### src/rtl/logic_ops_pkg.sv
// rtl/logic_ops_pkg.sv - shared op codes and FSM state encoding for the slice-serial logic unit
package logic_ops_pkg;

    localparam logic [2:0] OP_AND   = 3'd0;
    localparam logic [2:0] OP_OR    = 3'd1;
    localparam logic [2:0] OP_XOR   = 3'd2;
    localparam logic [2:0] OP_NOT_A = 3'd3;
    localparam logic [2:0] OP_NAND  = 3'd4;
    localparam logic [2:0] OP_NOR   = 3'd5;
    localparam logic [2:0] OP_XNOR  = 3'd6;
    localparam logic [2:0] OP_PASS  = 3'd7;

    typedef enum logic [1:0] {
        ST_IDLE = 2'd0,
        ST_BUSY = 2'd1,
        ST_DONE = 2'd2
    } state_t;

endpackage

### src/rtl/logic_slice.sv
// rtl/logic_slice.sv - combinational per-slice bitwise operation
// Ports: a, b - operand slices; op - operation select; y - slice result.
module logic_slice
    import logic_ops_pkg::*;
#(
    parameter int SLICE = 4
) (
    input  logic [SLICE-1:0] a,
    input  logic [SLICE-1:0] b,
    input  logic [2:0]       op,
    output logic [SLICE-1:0] y
);

    always_comb begin
        y = '0;
        case (op)
            OP_AND:   y = a & b;
            OP_OR:    y = a | b;
            OP_XOR:   y = a ^ b;
            OP_NOT_A: y = ~a;
            OP_NAND:  y = ~(a & b);
            OP_NOR:   y = ~(a | b);
            OP_XNOR:  y = ~(a ^ b);
            OP_PASS:  y = a;
            default:  y = a;
        endcase
    end

endmodule

### src/rtl/bitwise_logic_unit.sv
// rtl/bitwise_logic_unit.sv - slice-serial bitwise logic unit, one SLICE-bit slice per clock
// Ports: clk, rst (async active-high); start, op, a, b - request and operands;
//        busy - slices in progress; done - one-cycle result-valid pulse;
//        f - registered result; zero - f is zero, qualified by done.
module bitwise_logic_unit
    import logic_ops_pkg::*;
#(
    parameter int WIDTH = 16,
    parameter int SLICE = 4
) (
    input  logic             clk,
    input  logic             rst,
    input  logic             start,
    input  logic [2:0]       op,
    input  logic [WIDTH-1:0] a,
    input  logic [WIDTH-1:0] b,
    output logic             busy,
    output logic             done,
    output logic [WIDTH-1:0] f,
    output logic             zero
);

    localparam int NSLICE = WIDTH / SLICE;
    localparam int CW     = (NSLICE > 1) ? $clog2(NSLICE) : 1;
    localparam logic [CW-1:0] LAST_SLICE = CW'(NSLICE - 1);

    state_t            state;
    logic [CW-1:0]     cnt;
    logic [WIDTH-1:0]  a_cap;
    logic [WIDTH-1:0]  b_cap;
    logic [2:0]        op_cap;
    logic              zero_q;

    logic [SLICE-1:0]  a_sl;
    logic [SLICE-1:0]  b_sl;
    logic [SLICE-1:0]  y_sl;
    logic [WIDTH-1:0]  f_next;

    // Only captured operands feed the datapath, so input changes while busy
    // cannot reach the result.
    assign a_sl = a_cap[cnt*SLICE +: SLICE];
    assign b_sl = b_cap[cnt*SLICE +: SLICE];

    logic_slice #(.SLICE(SLICE)) u_slice (
        .a  (a_sl),
        .b  (b_sl),
        .op (op_cap),
        .y  (y_sl)
    );

    // Result with the current slice merged in; also used to compute the zero
    // flag on the final slice so zero is registered alongside done.
    always_comb begin
        f_next = f;
        f_next[cnt*SLICE +: SLICE] = y_sl;
    end

    always_ff @(posedge clk or posedge rst) begin
        if (rst) begin
            state  <= ST_IDLE;
            cnt    <= '0;
            a_cap  <= '0;
            b_cap  <= '0;
            op_cap <= '0;
            f      <= '0;
            zero_q <= 1'b0;
        end else begin
            case (state)
                ST_IDLE, ST_DONE: begin
                    zero_q <= 1'b0;
                    if (start) begin
                        a_cap  <= a;
                        b_cap  <= b;
                        op_cap <= op;
                        f      <= '0;
                        cnt    <= '0;
                        state  <= ST_BUSY;
                    end else begin
                        state  <= ST_IDLE;
                    end
                end
                ST_BUSY: begin
                    f   <= f_next;
                    cnt <= cnt + CW'(1);
                    if (cnt == LAST_SLICE) begin
                        state  <= ST_DONE;
                        zero_q <= (f_next == '0);
                    end
                end
                default: state <= ST_IDLE;
            endcase
        end
    end

    assign busy = (state == ST_BUSY);
    assign done = (state == ST_DONE);
    assign zero = zero_q;

endmodule

### config.mk
export PLATFORM = sky130hd
export DESIGN_NAME = bitwise_logic_unit
export DESIGN_NICKNAME = d
export VERILOG_FILES = /design/src/rtl/logic_ops_pkg.sv /design/src/rtl/logic_slice.sv /design/src/rtl/bitwise_logic_unit.sv
export SDC_FILE = /design/constraint.sdc
export NUM_CORES = 1
export LEC_CHECK = 0
export CORE_MARGIN = 3
export CORE_UTILIZATION = 40
export DETAILED_ROUTE_END_ITERATION = 12
export GPL_ROUTABILITY_DRIVEN = 0
export SLEW_MARGIN = 10
export SYNTH_ARGS = -nofsm -noshare
export SYNTH_HDL_FRONTEND = slang
export SYNTH_SLANG_ARGS = --single-unit
### constraint.sdc
create_clock -name clk -period 7.48 [get_ports clk]
set_clock_uncertainty 0.15 [all_clocks]
set_input_delay 1.87 -clock clk [delete_from_list [all_inputs] [get_ports clk]]
set_output_delay 1.87 -clock clk [all_outputs]
set_load 0.01 [all_outputs]
After elaboration in Yosys (flattened, before gate mapping). Cells that the tools add are included.

$add $sub $neg: 2. Multiply operators: 0. Divide/modulo/power cells: 0. $lt $le $gt $ge: 0. Equal/unequal tests: 12. Shift operators: 4. Multiplexer cells: 11. Bitwise operators: 7. Reduce and logical (&&, ||, !) cells: 8.

Operators by type and width (number): 4-bit negation with 34-bit output (1); 4-bit by 34-bit variable shift with 16-bit output (first input constant) (1); 4-bit by 34-bit variable part select with 16-bit output (1); 16-bit case mux with 2 select lines (1); 4-bit case mux with 8 select lines (1); 16-bit by 5-bit variable part select with 4-bit output (2); 16-bit bitwise mux (1); 16-bit logical NOT (1); 16-bit two-way mux (1); 4-bit NOT (4); 3-bit equality test (second input constant) (4); 2-bit case mux with 2 select lines (2); 3-bit by 2-bit equality test with 1-bit output (second input constant) (2); 2-bit AND reduction (3); 4-bit AND (1); 2-bit equality test (second input constant) (2); 2-bit two-way mux (2); 4-bit bitwise OR (1); 4-bit bitwise XOR (1); 3-bit by 1-bit equality test with 1-bit output (second input constant) (1); 3-bit logical NOT (1); 2-bit by 1-bit adder with 2-bit output (second input constant) (1); 2-bit by 1-bit equality test with 1-bit output (second input constant) (1); 2-bit logical NOT (1); 6 further kinds (7).

Flip-flop bits (word level): 56. Bits in latches: 0. Memory bits (writable): 0. Memory bits (read-only): 0. Input port bits: 38. Output and inout bits: 19. Memories kept: 0.

Depth between registers and ports, before layout. Gate-level depths: netlist of the first run.

Word-level depth: 9. Gate-level depth with buffers: 10. Depth with buffers taken out: 8.

Modules after synthesis. Synthesis of the first run repeated with hierarchy kept, for this count alone.

Cells, all modules: 291. Area, all modules: 2882.8 um^2.

Modules (own cells, without submodules): bitwise_logic_unit (instances 1, cells an instance 261, area each 2605.0 um^2, sequential area each 1401.3 um^2); logic_slice (instances 1, cells an instance 30, area each 277.8 um^2, sequential area each 0.0 um^2).

Least setup slack after synthesis of the first run. OpenSTA, ideal clock, no wires.

Path kind: input-to-reg. From: input start. To: register a_cap[0]. Library setup time: 0.125 ns. Arrival time: 2.868 ns. Required time: 7.205 ns. Path slack: 4.337 ns. Stages on the path: 4. Path buffers: 2. Cells stage by stage: nor2b_1 > clkbuf_1 > buf_1 > mux2_2.

Longest elaborated chain between the ends: 1.

RTL lines: start: declaration (line bitwise_logic_unit.sv:13) `input logic start,`; 2-bit AND reduction (no line); end signal: assignment (line bitwise_logic_unit.sv:62) `a_cap <= '0;`; end signal: assignment (line bitwise_logic_unit.sv:72) `a_cap <= a;`; end: declaration (line bitwise_logic_unit.sv:29) `logic [WIDTH-1:0] a_cap;`.

No other way between the ends. A chain may end at the register's enable or synchronous reset.

Worst setup path after layout of the first run.
From: register state[0]. To: output busy.

Longest elaborated chain between the ends: 1.

RTL lines: start: declaration (line bitwise_logic_unit.sv:27) `state_t state;`; start signal: assignment (line bitwise_logic_unit.sv:60) `state <= ST_IDLE;`; start signal: assignment (line bitwise_logic_unit.sv:77) `state <= ST_BUSY;`; start signal: assignment (line bitwise_logic_unit.sv:79) `state <= ST_IDLE;`; 2-bit by 1-bit equality test with 1-bit output (line bitwise_logic_unit.sv:95) `assign busy = (state == ST_BUSY);`; end: declaration (line bitwise_logic_unit.sv:17) `output logic busy,`.

No other way between the ends.

==> summary.txt, run 1 <==
Power
  • Leakage: ~0.0016 µW
  • Switching share of power: 0.408
  • Part of the power in the clock network: 0.117
  • Power, Total: roughly 1700 µW
  • Internal power: about 990 µW
  • Pwr/cell area: between 400 and 500 nW/µm²
  • Combinational share of power: 0.542
  • Net Sw Power: approximately 690 µW
  • Sequential power share: 0.341
  • VDD IR max: ~0.00015 V

Critical path
  • Buf+Inv Stages, Crit Path: 2
  • Slowest-stage cell, CP: clkdlybuf4s50_1
  • Critical-path cell list: nand2b_1 -> clkinv_1 -> clkdlybuf4s50_1
  • Kind of critical path: reg -> out
  • R2r worst-path depth: 8
  • Crit path max fanout: 10
  • Critical Path RT: around 5500 ps
  • Reg2reg start: cnt[0]$_DFFE_PP0P_
  • CP Capture Point: busy
  • Reg2reg setup slack: 4000 ps
  • Crit path DAT: approximately 1800 ps
  • Startpoint Class: flop
  • FF-to-FF End: f[1]$_DFFE_PP0P_
  • CP endpoint kind: output port
  • CP peak stage delay: 580 ps
  • Worst Setup SP: state[0]$_DFFE_PP0P_
  • CP top delay family: buffers and inverters
  • Worst path depth: 3

Route
  • Drt first pass iters: 4
  • Vias: 2149
  • Via density: ~5.3
  • Initial DRC count: 70
  • Post-Route WL: ~6.3 mm
  • DRC viols: 0
  • Wirelength per Cell: 15.6 µm
  • Antenna viol nets, final: 0

Clocking
  • Inserted Clock Buffers: 5
  • Clk Latency, worst-skew pair: 310 ps
  • Clk sink count: 56
  • Post-CTS setup buffer count: 0
  • TritonCTS clock tree: done
  • Clk buf depth: 2
  • CTS resizes: 0
  • CTS root buf: clkbuf_8
  • H-tree depth: 2
  • Hold Buf Count CTS: 0
  • Clk pin slew, worst setup/hold paths: 100 ps

Timing
  • Final period utilization: 0.514
  • Setup Total Neg Slack: 0 ps
  • Setup ws final: about 3600 ps
  • Unrepaired setup endpoints after global routing: false
  • Final Setup Violations: 0
  • Slew @ Worst Pin: approximately 1100 ps
  • Slew Limit Fails: 0
  • Final hold violations: 0
  • Relative slew slack: 0.250
  • Min Hold Slack: approximately 360 ps
  • Period minus WS final: slightly below 4000 ps
  • Fmax: 260 MHz

Floorplan
  • Core area: 6980 µm²
  • Ports: 57
  • Die height: 92.2 µm
  • Initial Utilization: 0.426
  • Site row count: 30
  • Die Span X: about 92 µm
  • Die footprint: 8500 µm²

Global routing
  • Overflow after GRT: 0
  • Met3 usage: 0.0336
  • Vias in the first global route: about 2200
  • M2 GR Usage: 0.259
  • Initial antenna violation count: 0
  • Met1 Usage GRT: 0.206
  • Global routing's busiest layer: met2
  • First-pass GRT wire length: 10.7 mm
  • Total track usage: 0.156
  • Largest net degree at the start of global routing: 57

Final layout
  • Layout area overhead: 24.8%
  • Nets: between 300 and 400
  • Most frequent cells in the layout: dfrtp_1, clkdlybuf4s50_1, mux2_2
  • Antenna fix cells: 0
  • Share of cells above drive strength 1: 0.176

Synth
  • Simple-gate area share of the yosys netlist: 0.0985
  • Synth Instances: between 200 and 300
  • YS warnings: 0
  • Post-Synth Adder-Cell Area: 0.0589
  • Register area share after synthesis: 0.472
  • Share of the synthesized area in the top cell type: 0.472
  • Mux cell area share after synthesis: 0.199
  • Mean Syn Cell Area: around 12 µm²
  • Synth Area in XOR/XNOR: 0.00884
  • Post-Syn Area: 2970 µm²
  • Largest family of logic cells by synthesized area: multiplexers
  • Area leader, netlist: dfrtp_1
  • Count of different cell masters after synthesis: between 40 and 50
  • Synth top area cells: dfrtp_1, mux2_2, ha_1
  • #FFs+latches synth: 56
  • Compound-Gate Fraction of Synth Area: 0.123
  • Synthesized net count: slightly above 300

Outcome
  • Status: finished clean

Placement
  • IO buf count: 56
  • Pre-CTS setup slack: ~3400 ps
  • HPWL Detailed: about 4.5 mm

Hold path
  • Hold Path Class: reg -> reg

Run
  • Max-Cap Viols: 0
[power groups by stage]
stage	clock network (µW)	registers [µW]	logic, µW
floorplan	0	510	719
global placement	0	578	893
detailed placement	0	583	909
CTS	203	576	914
global route	213	597	1020
finish	197	572	911
[registers in the layout (all words and copies together), names as in the netlist]
name / cells
op_cap: 3
zero: 1
state: 2
a_cap: 16
b_cap: 16
f: 16
cnt: 2
[final cells by class]
| class | instances | area, µm² |
|---|---|---|
| Inverter | 14 | 53.8 |
| Sequential cell | 56 | 1400 |
| Clock buffer | 6 | 72.6 |
| Timing Repair Buffer | 57 | 568 |
| Tap cell | 96 | 120 |
| Fill cell | 658 | 3270 |
| Clock inverter | 2 | 35.0 |
| Multi-Input combinational cell | 171 | 1460 |
[kinds of logic (layout without fill, tap and decap cells)]
logic type	Yosys count	in the layout
AO/OA/AOI/OAI	55	55
XOR/XNOR	3	3
adder cells (fa/ha/maj)	14	14
buffers and inverters	28	79
flip-flops	56	56
multiplexers	44	44
AND/OR/NAND/NOR	55	55
[cell usage after synthesis (all sizes together)]
cell type,number
nand3,2
a22oi,1
xnor2,3
inv,12
mux2i,1
clkinv,2
nand2,16
o21bai,2
a32oi,1
o311ai,1
and4,3
o21ai,16
mux2,35
o22ai,4
nor3,4
buf,9
a21oi,10
o32ai,1
or2,1
a22o,11
nand3b,2
dfrtp,56
nor3b,1
nand2b,4
a31oi,1
nor2,7
nand4,3
o21a,3
nand4b,1
clkbuf,5
nor2b,5
o31ai,2
ha,14
a21o,2
and3,2
nor4,4
mux4,8
[worst min path at each step]
stage / start / endpoint / slack (ps) / cells after the start
floorplan: b_cap[4]$_DFFE_PP0P_ / b_cap[4]$_DFFE_PP0P_ / 320 / 1
global placement: b_cap[11]$_DFFE_PP0P_ / b_cap[11]$_DFFE_PP0P_ / 330 / 1
detailed placement: a_cap[12]$_DFFE_PP0P_ / a_cap[12]$_DFFE_PP0P_ / 340 / 1
CTS: a_cap[13]$_DFFE_PP0P_ / a_cap[13]$_DFFE_PP0P_ / 360 / 1
global route: a_cap[12]$_DFFE_PP0P_ / a_cap[12]$_DFFE_PP0P_ / 380 / 1
finish: a_cap[13]$_DFFE_PP0P_ / a_cap[13]$_DFFE_PP0P_ / 360 / 1
[per-layer routing]
metal	vias to the layer above	part of all wire
met5	-	0
met4	0	0.014
met3	9	0.048
met2	56	0.46
met1	1052	0.48
li1	1032	-
[stage by stage]
step	instances	instance area, µm²	utilization
after global placement	394	3600	0.516
after global routing	402	3710	0.531
after detailed placement	394	3600	0.516
after CTS	402	3710	0.531
final	402	3710	0.531
after floorplan	255	2970	-
No activity file was read; power rests on OpenSTA's default activity.
==> inputs of run 2 (changes only) <==
- clock period: 7.48 -> 3.7 ns (I/O delays scaled with it)
==> run 2 against run 1 <==
Against the previous run:
- via count increased by 0.93%
- cell area rose by 1.2%
- sequential power up 99%
- clock-buffer cell count is the same
- register-to-register slack got worse by 3400 ps
- power increased by 100%
- critical path depth rose by 5
- setup slack worse by 3000 ps
- die area stayed put
- combinational power up 110%
- flip-flop and latch count did not move
- final cell count rose by 1.0%
==> summary.txt, run 2 (same netlist as run 1, synthesis figures left out) <==
Clocking
  • Clk Latency, worst-skew pair: 320 ps (was 310 ps)
  • Clk sink count: 56 (unchanged)
  • CTS root buf: clkbuf_8 (unchanged)
  • CTS resizes: 0 (unchanged)
  • H-tree depth: 2 (unchanged)
  • Inserted Clock Buffers: 5 (unchanged)
  • Hold Buf Count CTS: 0 (unchanged)
  • Post-CTS setup buffer count: 0 (unchanged)
  • Clk pin slew, worst setup/hold paths: 100 ps (about the same)
  • TritonCTS clock tree: done (unchanged)
  • Clk buf depth: 2 (unchanged)

Outcome
  • Status: finished clean (unchanged)

Floorplan
  • Die footprint: 8500 µm² (unchanged)
  • Initial Utilization: 0.426 (unchanged)
  • Core area: 6980 µm² (unchanged)
  • Ports: 57 (unchanged)
  • Site row count: 30 (unchanged)
  • Die Span X: 92.2 µm (unchanged)
  • Die height: 92.2 µm (unchanged)

Global routing
  • First-pass GRT wire length: 11.0 mm (was 10.7 mm)
  • Overflow after GRT: 0 (unchanged)
  • Initial antenna violation count: 0 (unchanged)
  • Total track usage: 0.163 (was 0.156)
  • Largest net degree at the start of global routing: 43 (was 57)
  • Vias in the first global route: 2109 (was 2231)

Critical path
  • Startpoint Class: flop (unchanged)
  • CP endpoint kind: flop (was output port)
  • Slowest-stage cell, CP: dfrtp_1 (was clkdlybuf4s50_1)
  • CP peak stage delay: 650 ps (was 580 ps)
  • Critical-path cell list: mux4_2 -> inv_1 -> ha_1 -> mux2_2 -> o21ai_0 -> o21ai_1 -> xnor2_1 -> a22o_1 (was nand2b_1 -> clkinv_1 -> clkdlybuf4s50_1)
  • Kind of critical path: reg -> reg (was reg -> out)
  • Buf+Inv Stages, Crit Path: 1 (was 2)
  • Critical Path RT: 3810 ps (was 5460 ps)
  • Crit path max fanout: 9 (was 10)
  • CP top delay family: multiplexers (was buffers and inverters)
  • Crit path DAT: 3230 ps (was 1830 ps)

Final layout
  • Antenna fix cells: 0 (unchanged)
  • Filler cells: 622 (was 658)
  • Nets: 361 (was 357)
  • Layout area overhead: 26.3% (was 24.8%)
  • Share of cells above drive strength 1: 0.190 (was 0.176)
  • Most frequent cells in the layout: dfrtp_1, clkdlybuf4s50_1, mux2_2 (unchanged)
  • Area occupied by multi-input gates: 1460 µm² (unchanged)
  • Storage cell area: 1400 µm² (unchanged)
  • Top Registers: a_cap (16), b_cap (16), f (16) (unchanged)
  • Non-filler instance count after layout: 406 (was 402)

Route
  • Post-Route WL: 6.48 mm (was 6.27 mm)
  • Antenna viol nets, final: 0 (unchanged)
  • Initial DRC count: 145 (was 70)
  • Wirelength per Cell: 16.0 µm (was 15.6 µm)
  • Drt first pass iters: 4 (unchanged)
  • Vias: 2169 (was 2149)
  • Via density: 5.34 (was 5.35)
  • DRC viols: 0 (unchanged)

Placement
  • HPWL Detailed: 4.89 mm (was 4.50 mm)
  • Cells after DPL: 398 (was 394)
  • IO buf count: 56 (unchanged)
  • Pre-CTS setup slack: 563 ps (was 3420 ps)

Power
  • Part of the power in the clock network: 0.125 (was 0.117)
  • Switching share of power: 0.405 (was 0.408)
  • Sequential power share: 0.331 (was 0.341)
  • Pwr/cell area: 917 nW/µm² (was 453 nW/µm²)
  • Leakage: 0.00158 µW (was 0.00156 µW)
  • VDD IR max: 0.000271 V (was 0.000150 V)
  • Net Sw Power: 1390 µW (was 686 µW)
  • Internal power: 2050 µW (was 994 µW)
  • Combinational share of power: 0.544 (was 0.542)

Timing
  • Unrepaired setup endpoints after global routing: false (unchanged)
  • Setup Total Neg Slack: 0 ps (unchanged)
  • Relative slew slack: 0.619 (was 0.250)
  • Setup ws final: 584 ps (was 3630 ps)
  • Slew Limit Fails: 0 (unchanged)
  • Period minus WS final: just over 3000 ps
  • Fmax: approximately 320 MHz
  • Final Setup Violations: 0 (unchanged)
  • Slew @ Worst Pin: 565 ps (was 1120 ps)
  • Final period utilization: 0.842
  • Final hold violations: 0 (unchanged)

Run
  • Max-Cap Viols: 0 (unchanged)

Hold path
  • Hold Path Class: reg -> reg (unchanged)
==> run 2: cell count changes in the layout (fill, tap and decap cells not counted), sizes merged <==
| cell | before | now |
|---|---|---|
| buf | 1 | 5 |
==> run 2: final cells by class <==
type,count,share of cell area
clock buffers,6,0.0220
well taps,96,0.0320
multi-input cells,171,0.388
inverters,14,0.0143
flip-flops and latches,56,0.373
repair buffers,61,0.159
clock inverters,2,0.0103
==> run 2: worst paths after layout <==
check	from	endpoint	slack, ps	depth (start not counted)
setup / recovery	cnt[0]$_DFFE_PP0P_	f[1]$_DFFE_PP0P_	580	8
hold / removal	a_cap[11]$_DFFE_PP0P_	a_cap[11]$_DFFE_PP0P_	360	1
setup reg to reg	cnt[0]$_DFFE_PP0P_	f[1]$_DFFE_PP0P_	580	8
hold reg to reg	a_cap[11]$_DFFE_PP0P_	a_cap[11]$_DFFE_PP0P_	360	1
max in group asynchronous	rst	a_cap[7]$_DFFE_PP0P_	2060	3
min in group asynchronous	rst	a_cap[12]$_DFFE_PP0P_	720	2
==> run 2: power by group through the flow <==
stage / Sequential (µW) / Clock [µW] / Combinational, µW
6_report: 1140 / 432 / 1870
5_1_grt: 1190 / 461 / 2100
2_1_floorplan: 1030 / 0 / 1450
3_3_place_gp: 1150 / 0 / 1840
4_1_cts: 1150 / 440 / 1890
3_5_place_dp: 1160 / 0 / 1870
==> run 2: worst reg2reg max path, delay by kind of cell (launching register included) <==
family | cells | cell delay [ps]
AO/OA/AOI/OAI | 3 | 650
XOR/XNOR | 1 | 410
adder cells (fa/ha/maj) | 1 | 220
buffers and inverters | 1 | 90
flip-flops | 1 | 650
multiplexers | 2 | 890
==> run 2: layer usage <==
metal  part of all wire  GRT usage
met2               0.45      0.243
met5                  0          0
met4              0.012     0.0483
met3              0.043     0.0312
met1               0.49      0.240
==> run 2: through the flow <==
stage / hold slack (ps) / total power [µW] / instance area, µm² / util
2_1_floorplan: 322 / 2480 / 2970 / -
3_3_place_gp: 337 / 2990 / 3630 / 0.520
3_5_place_dp: 342 / 3030 / 3630 / 0.520
4_1_cts: 365 / 3480 / 3750 / 0.537
5_1_grt: 376 / 3750 / 3750 / 0.537
6_report: 361 / 3440 / 3750 / 0.537
==> inputs of run 3 (changes only) <==
- clock period: 3.7 -> 2.9 ns (I/O delays scaled with it)
==> run 3 against run 2 <==
Against the previous run:
- global-route usage decreased by 0.82 points
- hold slack better by 4.3 ps
- core utilization rose by 0.88 points
- critical endpoint is now f[3]$_DFFE_PP0P_
- maximum frequency up 13%
- critical path depth increased by 1
- register-to-register slack got worse by 430 ps
==> summary.txt, run 3 (same netlist as run 1, synthesis figures left out) <==
Outcome
  • Status: finished clean (unchanged)

Critical path
  • CP top delay family: compound AO/OA/AOI/OAI gates (was multiplexers)
  • Startpoint Class: flop (unchanged)
  • Reg2reg start: cnt[0]$_DFFE_PP0P_ (unchanged)
  • Crit path max fanout: 8 (was 9)
  • CP endpoint kind: flop (unchanged)
  • CP peak stage delay: 600 ps (was 650 ps)
  • Critical Path RT: 2970 ps (was 3810 ps)
  • Slowest-stage cell, CP: mux4_1 (was dfrtp_1)
  • Critical-path cell list: buf_12 -> mux4_1 -> inv_1 -> ha_1 -> a22o_1 -> o32ai_1 -> a22oi_1 -> buf_4 -> o21ai_0 (was mux4_2 -> inv_1 -> ha_1 -> mux2_2 -> o21ai_0 -> o21ai_1 -> xnor2_1 -> a22o_1)
  • R2r worst-path depth: 9 (was 8)
  • FF-to-FF End: f[3]$_DFFE_PP0P_ (was f[1]$_DFFE_PP0P_)
  • Reg2reg setup slack: 150 ps (was 580 ps)
  • Kind of critical path: reg -> reg (unchanged)
  • Worst path depth: 9 (was 8)
  • Crit path DAT: 2820 ps (was 3230 ps)
  • Buf+Inv Stages, Crit Path: 3 (was 1)

Clocking
  • Clk sink count: 56 (unchanged)
  • Post-CTS setup buffer count: 0 (unchanged)
  • Clk buf depth: 2 (unchanged)
  • Clk pin slew, worst setup/hold paths: 110 ps (was 100 ps)
  • CTS root buf: clkbuf_8 (unchanged)
  • CTS resizes: 1 (was 0)
  • Inserted Clock Buffers: 5 (unchanged)
  • Hold Buf Count CTS: 0 (unchanged)
  • TritonCTS clock tree: done (unchanged)
  • Clk Latency, worst-skew pair: 310 ps (was 320 ps)
  • H-tree depth: 2 (unchanged)

Placement
  • HPWL Detailed: 4.75 mm (was 4.89 mm)
  • Cells after DPL: 402 (was 398)
  • Pre-CTS setup slack: 2.40 ps (was 563 ps)
  • IO buf count: 56 (unchanged)

Timing
  • Setup Total Neg Slack: 0 ps (unchanged)
  • Slew Limit Fails: 0 (unchanged)
  • Final hold violations: 0 (unchanged)
  • Min Hold Slack: 366 ps (was 361 ps)
  • Setup ws final: 152 ps (was 584 ps)
  • Final period utilization: 0.947 (was 0.842)
  • Final Setup Violations: 0 (unchanged)
  • Relative slew slack: 0.647 (was 0.619)
  • Slew @ Worst Pin: 530 ps (was 565 ps)
  • Fmax: 364 MHz (was 321 MHz)
  • Unrepaired setup endpoints after global routing: false (unchanged)
  • Period minus WS final: 2750 ps (was 3120 ps)

Run
  • Max-Cap Viols: 0 (unchanged)

Hold path
  • Worst hold endpoint: b_cap[7]$_DFFE_PP0P_ (was a_cap[11]$_DFFE_PP0P_)
  • Hold_sp: b_cap[7]$_DFFE_PP0P_ (was a_cap[11]$_DFFE_PP0P_)
  • Hold Path Class: reg -> reg (unchanged)
  • Hold Crit Depth: 1 (unchanged)

Route
  • Antenna viol nets, final: 0 (unchanged)
  • Vias: 2180 (was 2169)
  • Drt first pass iters: 4 (unchanged)
  • WL met2: 2.79 mm (was 2.94 mm)
  • Highest routed layer: met4 (unchanged)
  • Initial DRC count: 63 (was 145)
  • DRC viols: 0 (unchanged)
  • Metal1 wirelength: 3.02 mm (was 3.18 mm)
  • Post-Route WL: 6.19 mm (was 6.48 mm)
  • Wirelength per Cell: 15.1 µm (was 16.0 µm)
  • Via density: 5.32 (was 5.34)
  • Met3 routed wirelength: 277 µm (was 278 µm)

Power
  • VDD IR max: 0.000391 V (was 0.000271 V)
  • Leakage: 0.00161 µW (was 0.00158 µW)
  • Pwr/cell area: 1180 nW/µm² (was 917 nW/µm²)

Final layout
  • Layout area overhead: 28.3% (was 26.3%)
  • Antenna fix cells: 0 (unchanged)
  • Non-filler instance count after layout: 410 (was 406)
  • Top Registers: a_cap (16), b_cap (16), f (16) (unchanged)
  • Filler cells: 632 (was 622)
  • Share of cells above drive strength 1: 0.207 (was 0.190)
  • Most frequent cells in the layout: dfrtp_1, clkdlybuf4s50_1, mux2_2 (unchanged)
  • Nets: 365 (was 361)

Floorplan
  • Die height: 92.2 µm (unchanged)
  • Site row count: 30 (unchanged)
  • Initial Utilization: 0.426 (unchanged)
  • Core area: 6980 µm² (unchanged)
  • Die Span X: 92.2 µm (unchanged)
  • Die footprint: 8500 µm² (unchanged)
  • Ports: 57 (unchanged)

Global routing
  • Overflow after GRT: 0 (unchanged)
  • First-pass GRT wire length: 10.6 mm (was 11.0 mm)
  • Initial antenna violation count: 0 (unchanged)
  • Largest net degree at the start of global routing: 43 (unchanged)
  • Total track usage: 0.155 (was 0.163)
  • Vias in the first global route: 2143 (was 2109)
==> run 3: stage by stage <==
step                instance area (µm²)   util  total power [µW]
finish                             3810  0.546              4520
global route                       3810  0.546              4900
CTS                                3800  0.545              4530
detailed placement                 3690  0.528              3970
global placement                   3690  0.528              3920
floorplan                          2970      -              3170
==> run 3: how the worst max path moves through the flow <==
stage                       start          endpoint  slack, ps
3_5_place_dp   cnt[0]$_DFFE_PP0P_  f[1]$_DFFE_PP0P_          2
3_3_place_gp   cnt[0]$_DFFE_PP0P_  f[5]$_DFFE_PP0P_         50
5_1_grt        cnt[0]$_DFFE_PP0P_  f[3]$_DFFE_PP0P_         20
2_1_floorplan  cnt[0]$_DFFE_PP0P_  f[2]$_DFFE_PP0P_        120
6_report       cnt[0]$_DFFE_PP0P_  f[3]$_DFFE_PP0P_        150
4_1_cts        cnt[0]$_DFFE_PP0P_  f[6]$_DFFE_PP0P_         40
==> run 3: layout make-up <==
class | count | area, µm² | area share
tap | 96 | 120 | 0.0315
inverter | 14 | 53.8 | 0.0141
clock buffer | 6 | 72.6 | 0.0190
timing repair buffer | 65 | 653 | 0.171
sequential | 56 | 1400 | 0.367
clock inverter | 2 | 38.8 | 0.0102
multi-input combinational | 171 | 1470 | 0.386
==> run 3: power by group <==
part / switching [µW] / internal [µW] / leakage, µW
Clock: 264 / 262 / 0.0000558
Sequential: 305 / 1120 / 0.000695
Combinational: 1240 / 1330 / 0.000862
==> run 3: per-layer routing <==
| metal | track usage | up-vias |
|---|---|---|
| met1 | 0.225 | 1065 |
| met4 | 0.0433 | 0 |
| li1 | - | 1046 |
| met5 | 0 | - |
| met2 | 0.237 | 59 |
| met3 | 0.0279 | 10 |
==> run 3: worst register-to-register path, cell delays in order, from the launching register on <==
cell and delay [ps]:
dfrtp_1 410, buf_12 150, mux4_1 600, inv_1 80, ha_1 230, a22o_1 230
o32ai_1 310, a22oi_1 140, buf_4 180, o21ai_0 190
